## config.mk

```make
export PLATFORM = sky130hd
export DESIGN_NAME = multi_mode_game_counter
export DESIGN_NICKNAME = d
export VERILOG_FILES = /design/src/rtl/mmc_pkg.sv /design/src/rtl/mmc_sat_step.sv /design/src/rtl/multi_mode_game_counter.sv
export SDC_FILE = /design/constraint.sdc
export NUM_CORES = 1
export LEC_CHECK = 0
export BUFFER_PORTS_ARGS = -buffer_cell sky130_fd_sc_hd__buf_2
export CORE_AREA = 2 2 77 42
export CTS_CLUSTER_SIZE = 28
export DETAILED_ROUTE_END_ITERATION = 16
export DIE_AREA = 0 0 79 44
export GPL_ROUTABILITY_DRIVEN = 0
export PLACE_DENSITY_LB_ADDON = 0.2
export SYNTH_ARGS = -nofsm -noshare
export SYNTH_HDL_FRONTEND = slang
export SYNTH_SLANG_ARGS = --single-unit
```

## constraint.sdc

```tcl
create_clock -name clk -period 2.6 [get_ports clk]
set_clock_uncertainty 0.15 [all_clocks]
set_input_delay 0.52 -clock clk [delete_from_list [all_inputs] [get_ports clk]]
set_output_delay 0.52 -clock clk [all_outputs]
set_load 0.05 [all_outputs]
```

## src/rtl/mmc_pkg.sv

```systemverilog
// ============================================================================
// Module   : mmc_pkg
// Brief    : Shared types and helpers for multi_mode_game_counter.
// Revision : 1.0 - initial release
// ============================================================================
`default_nettype none

package mmc_pkg;

  typedef enum logic [1:0] {
    MODE_UP1 = 2'b00,
    MODE_UPB = 2'b01,
    MODE_DN1 = 2'b10,
    MODE_DNB = 2'b11
  } mode_e;

  typedef enum logic [1:0] {
    WHO_NONE = 2'b00,
    WHO_LOSE = 2'b01,
    WHO_WIN  = 2'b10
  } who_e;

  typedef enum logic {
    ST_RUN  = 1'b0,
    ST_OVER = 1'b1
  } state_e;

  // Width needed to hold the larger of the two score limits.
  function automatic int score_width(input int win_limit, input int lose_limit);
    int m;
    m = (win_limit > lose_limit) ? win_limit : lose_limit;
    return $clog2(m + 1);
  endfunction

endpackage

`default_nettype wire

```

## src/rtl/mmc_sat_step.sv

```systemverilog
// ============================================================================
// Module   : mmc_sat_step
// Brief    : Combinational saturating add/sub of a step, with entry flags for
//            the MAX and zero boundaries.
// Revision : 1.0 - initial release
// ============================================================================
`default_nettype none

module mmc_sat_step #(
  parameter int WIDTH = 4
) (
  input  logic [WIDTH-1:0] cur,
  input  logic [WIDTH-1:0] step,
  input  logic             down,
  output logic [WIDTH-1:0] nxt,
  output logic             hit_max,
  output logic             hit_zero
);

  localparam logic [WIDTH-1:0] c_max = '1;

  always_comb begin
    nxt = cur;
    if (down) begin
      nxt = (cur >= step) ? (cur - step) : '0;
    end else begin
      nxt = (cur <= (c_max - step)) ? (cur + step) : c_max;
    end
  end

  // Entry only: sitting on a boundary does not raise the flag again.
  assign hit_max  = (nxt == c_max) && (cur != c_max);
  assign hit_zero = (nxt == '0)    && (cur != '0);

endmodule

`default_nettype wire

```

## src/rtl/multi_mode_game_counter.sv

```systemverilog
// ============================================================================
// Module   : multi_mode_game_counter
// Brief    : Saturating multi-mode game counter with win/lose tallies and a
//            timed GAMEOVER state. Define MMC_SCORE_OUT_EN to expose the
//            score counters as win_count / lose_count.
// Revision : 1.0 - initial release
// ============================================================================
`default_nettype none

module multi_mode_game_counter
  import mmc_pkg::*;
#(
  parameter int WIDTH       = 4,
  parameter int BIG_STEP    = 2,
  parameter int WIN_LIMIT   = 15,
  parameter int LOSE_LIMIT  = 15,
  parameter int OVER_CYCLES = 1
) (
  input  logic             clk,
  input  logic             reset_n,
  input  logic             en,
  input  logic [1:0]       control_value,
  input  logic             init,
  input  logic [WIDTH-1:0] count_input,
  output logic             winner,
  output logic             loser,
  output logic             gameover,
  output logic [1:0]       who,
  output logic [WIDTH-1:0] count
`ifdef MMC_SCORE_OUT_EN
  ,
  output logic [score_width(WIN_LIMIT, LOSE_LIMIT)-1:0] win_count,
  output logic [score_width(WIN_LIMIT, LOSE_LIMIT)-1:0] lose_count
`endif
);

  localparam int c_sw = score_width(WIN_LIMIT, LOSE_LIMIT);
  localparam int c_tw = $clog2(OVER_CYCLES + 1);

  localparam logic [c_sw-1:0]  c_win_lim  = c_sw'(WIN_LIMIT);
  localparam logic [c_sw-1:0]  c_lose_lim = c_sw'(LOSE_LIMIT);
  localparam logic [c_tw-1:0]  c_tmr_last = c_tw'(OVER_CYCLES - 1);
  localparam logic [WIDTH-1:0] c_big      = WIDTH'(BIG_STEP);
  localparam logic [WIDTH-1:0] c_one      = WIDTH'(1);

  state_e           r_state, w_state_nxt;
  logic [WIDTH-1:0] r_count, w_count_nxt;
  logic [c_sw-1:0]  r_win_cnt, w_win_cnt_nxt;
  logic [c_sw-1:0]  r_lose_cnt, w_lose_cnt_nxt;
  logic [c_tw-1:0]  r_timer, w_timer_nxt;
  logic             r_winner, w_winner_nxt;
  logic             r_loser, w_loser_nxt;
  logic             r_gameover, w_gameover_nxt;
  logic [1:0]       r_who, w_who_nxt;

  mode_e            w_mode;
  logic [WIDTH-1:0] w_step;
  logic             w_down;
  logic [WIDTH-1:0] w_sat;
  logic             w_hit_max;
  logic             w_hit_zero;

  assign w_mode = mode_e'(control_value);
  assign w_step = ((w_mode == MODE_UPB) || (w_mode == MODE_DNB)) ? c_big : c_one;
  assign w_down = (w_mode == MODE_DN1) || (w_mode == MODE_DNB);

  mmc_sat_step #(
    .WIDTH (WIDTH)
  ) u_sat_step (
    .cur      (r_count),
    .step     (w_step),
    .down     (w_down),
    .nxt      (w_sat),
    .hit_max  (w_hit_max),
    .hit_zero (w_hit_zero)
  );

  always_ff @(posedge clk or negedge reset_n) begin
    if (!reset_n) begin
      r_state    <= ST_RUN;
      r_count    <= '0;
      r_win_cnt  <= '0;
      r_lose_cnt <= '0;
      r_timer    <= '0;
      r_winner   <= 1'b0;
      r_loser    <= 1'b0;
      r_gameover <= 1'b0;
      r_who      <= WHO_NONE;
    end else begin
      r_state    <= w_state_nxt;
      r_count    <= w_count_nxt;
      r_win_cnt  <= w_win_cnt_nxt;
      r_lose_cnt <= w_lose_cnt_nxt;
      r_timer    <= w_timer_nxt;
      r_winner   <= w_winner_nxt;
      r_loser    <= w_loser_nxt;
      r_gameover <= w_gameover_nxt;
      r_who      <= w_who_nxt;
    end
  end

  always_comb begin
    w_state_nxt    = r_state;
    w_count_nxt    = r_count;
    w_win_cnt_nxt  = r_win_cnt;
    w_lose_cnt_nxt = r_lose_cnt;
    w_timer_nxt    = r_timer;
    w_winner_nxt   = 1'b0;
    w_loser_nxt    = 1'b0;
    w_gameover_nxt = r_gameover;
    w_who_nxt      = r_who;

    case (r_state)
      ST_RUN: begin
        if (init) begin
          w_count_nxt = count_input;
        end else if (en) begin
          w_count_nxt  = w_sat;
          w_winner_nxt = w_hit_max;
          w_loser_nxt  = w_hit_zero;
        end

        // The pulse is still emitted on the edge that ends the game.
        if (w_winner_nxt) begin
          w_win_cnt_nxt = r_win_cnt + 1'b1;
          if ((r_win_cnt + 1'b1) == c_win_lim) begin
            w_state_nxt    = ST_OVER;
            w_gameover_nxt = 1'b1;
            w_who_nxt      = WHO_WIN;
            w_timer_nxt    = '0;
          end
        end else if (w_loser_nxt) begin
          w_lose_cnt_nxt = r_lose_cnt + 1'b1;
          if ((r_lose_cnt + 1'b1) == c_lose_lim) begin
            w_state_nxt    = ST_OVER;
            w_gameover_nxt = 1'b1;
            w_who_nxt      = WHO_LOSE;
            w_timer_nxt    = '0;
          end
        end
      end

      ST_OVER: begin
        if (r_timer == c_tmr_last) begin
          w_state_nxt    = ST_RUN;
          w_gameover_nxt = 1'b0;
          w_who_nxt      = WHO_NONE;
          w_win_cnt_nxt  = '0;
          w_lose_cnt_nxt = '0;
          w_timer_nxt    = '0;
          w_count_nxt    = init ? count_input : '0;
        end else begin
          w_timer_nxt = r_timer + 1'b1;
        end
      end

      default: begin
        w_state_nxt = ST_RUN;
      end
    endcase
  end

  assign winner   = r_winner;
  assign loser    = r_loser;
  assign gameover = r_gameover;
  assign who      = r_who;
  assign count    = r_count;

`ifdef MMC_SCORE_OUT_EN
  assign win_count  = r_win_cnt;
  assign lose_count = r_lose_cnt;
`endif

endmodule

`default_nettype wire

```

==> flow_summary.ini <==
[synth]
synth_async_sr_flop_share = 1.00
synth_area_leaders = dfrtp_1 (32%), ha_1 (8.1%), a21oi_1 (4.0%)
synth-edff-count = 0
synth.yosys.warnings = 0
ys_types = 53
synthesis.area_sq_mm = 0.00139
avgSynthCellArea_sq_um = 9.37
synth_nets = 169
ys_ff_latch = 18
synth_top_flop_cell = dfrtp_1
yosysSeqAreaShare = 0.325
synth_top_area_cell = dfrtp_1
netlist.area_leader.share = 0.325
synthCells = 148

[timing]
fin_crit_ns = 2.71
timing.hold.ws_ns = 0.0339
layout_setup_ws_ns = -0.106
rsz0062_at_grt = true
setup_viol = 8
hold_viol_final = 0
post-route-period-util = 1.04
max-slew-margin-rel = 0.550
drv_slew = 0
max_freq_ghz = 0.370
worst_slew_pin_slew_ns = 0.675

[power_and_ir_drop]
clkPwrFrac = 0.203
p_seq_frac = 0.346
p_int_mw = 0.704
power_switching_mw = 0.437
ir_drop_uv = 342
swShare = 0.383
pwr-share-comb = 0.451
leakage_nw = 0.873
powerDensity_mw_per_mm2 = 600

[clock_network]
cts_tree = done
clock_path_buffers = 2
htreeDepth = 1
cts.sinks = 18
hold_buffers = 0
cts.clk_slew.worst_paths_ns = 0.07
cts_buffers = 3
clock_latency_ns = 0.25
cts_root_buffer = clkbuf_8

[status]
outcome = finished, violations left
violations = negative setup slack

[detailed_routing]
drtPass1Iterations = 4
routed_via_density = 5.46
drc = 0
drt_iter0_drc = 67
wire_per_inst_um = 15.7
dr_total_vias = 1255
ant_nets = 0
drt-total-wl_mm = 3.62

[die]
dieArea_sq_mm = 0.00348
die_w_um = 79
start_util = 0.489
row_count = 14
io-pin-count = 19
die_h_um = 44
core_region_area_sq_mm = 0.00284

[grt]
grt_usage = 0.229
antenna_found_initial = 0
grt_pass1_vias = 1226
grt_pass1_wl_mm = 5.95
grt_max_degree = 20
grt_overflow = 0

[worst_setup_path]
cp_data_required_time_ns = 2.59
reg2reg_slack_ns = -0.05
cp-end-kind = flop
cp_cell_sequence = buf_6 -> clkinvlp_4 -> buf_6 -> ha_4 -> inv_2 -> fa_2 -> or2_4 -> a311o_1 -> nor4_4 -> nand4_1 -> mux2_4
cp_slowest_stage_delay_ns = 0.37
cp.arrival_ns = 2.70
cp_max_fo = 3
crit_path_start_kind = input pin
critPathKind = input pin to flop
crit_slowest_cell = fa_2
crit_top_cell = buf_6

[layout]
diodes = 0
final_nets = 212
area_delta_synth_final_pct = 37.1
post-route-util = 0.670
drive_gt1_frac = 0.447

[placed_design]
port_buffers = 18
dpl.hpwl_mm = 2.71

[min_path]
min_path_type = input pin to async pin

[run]
cap_violations = 0
-- power groups by stage --
| stage | Sequential [mW] | Clock [mW] | Combinational [mW] |
|---|---|---|---|
| finish | 0.395 | 0.232 | 0.514 |
| global route | 0.403 | 0.250 | 0.561 |
| CTS | 0.394 | 0.237 | 0.472 |
| detailed placement | 0.399 | 0 | 0.450 |
| global placement | 0.393 | 0 | 0.434 |
| floorplan | 0.422 | 0 | 0.274 |
-- synth_stat cells, types with 3 or more instances --
cell type and number:
a21oi_1 11, buf_6 3, dfrtp_1 18, ha_1 9
inv_1 12, nand2_1 11, nand2b_1 4, nand3b_1 3
nor2_1 10, nor2b_1 7, o21ai_0 5, xnor2_1 5
-- critical path: cells and delay by family --
kind / cells / cell delay, ns
AO/OA/AOI/OAI: 1 / 0.37
adder cells (fa/ha/maj): 2 / 0.50
buffers and inverters: 4 / 0.35
multiplexers: 1 / 0.32
AND/OR/NAND/NOR: 3 / 0.62
-- worst paths after layout --
check                                       from             to  cells after the start
worst max-delay path            control_value[0]  r_lose_cnt[3]                     11
worst min-delay path                     reset_n   r_win_cnt[1]                      1
worst max register to register          count[0]  r_lose_cnt[3]                      9
worst min register to register          gameover       gameover                      2
max in group asynchronous                reset_n       count[1]                      1
min in group clk                  count_input[1]       count[1]                      3
-- metal layers --
metal | part of all wire | vias up | GRT usage
li1 | - | 610 | -
met1 | 0.49 | 600 | 0.334
met2 | 0.43 | 41 | 0.346
met3 | 0.068 | 4 | 0.0750
met4 | 0.0055 | 0 | 0.0241
met5 | 0 | - | 0
-- layout make-up --
class                      instances  area (sq um)
multi-input combinational        111           980
tap                               40          50.0
timing repair buffer              45           314
clock buffer                       4          55.1
sequential                        18           453
fill                             222           937
inverter                          12          48.8
-- layout by cell type, fill, tap and decap left out, types with 4 or more instances in the layout --
| cell type | n |
|---|---|
| buf_2 | 17 |
| dfrtp_1 | 16 |
| nor2_1 | 10 |
| buf_6 | 5 |
| buf_4 | 23 |
| a21oi_2 | 5 |
| ha_1 | 6 |
| nand2_1 | 9 |
| clkbuf_8 | 4 |
| nand2b_1 | 4 |
| inv_1 | 9 |
| a21oi_1 | 6 |
| nor2b_1 | 7 |
-- timing repair --
action                                  4_1_cts  5_1_grt
gates resized for setup                      15       11
endpoints found under the setup margin       13       14
buffers inserted                              1        3
pin swaps                                    11        4
-- cells by family (layout without fill, tap and decap cells) --
logic type | after synthesis | count (layout) | synth area share
compound gates | 38 | 38 | 0.209
xor+xnor | 5 | 5 | 0.0316
fa+ha+maj | 11 | 11 | 0.110
buf+inv | 19 | 61 | 0.0704
flops | 18 | 18 | 0.325
mux | 2 | 2 | 0.0153
simple gates | 55 | 55 | 0.238
-- sequential cells by signal (all words and copies together) (netlist names) --
| name | cells |
|---|---|
| count | 4 |
| r_lose_cnt | 4 |
| r_win_cnt | 4 |
| who | 2 |
| gameover | 1 |
| loser | 1 |
| r_state | 1 |
| winner | 1 |
-- metrics by stage --
stage	TNS [ns]	worst slack (ns)	cell area, sq um	total power [mW]	instances
after global routing	-1.09	-0.163	1900	1.21	230
after floorplan	-1.15	-0.250	1440	0.695	148
after detailed placement	-5.61	-0.428	1700	0.849	222
final	-0.354	-0.106	1900	1.14	230
after global placement	-4.68	-0.369	1700	0.827	222
after CTS	-0.466	-0.0925	1830	1.10	227
Note: power is estimated with default switching activity, not from simulation.
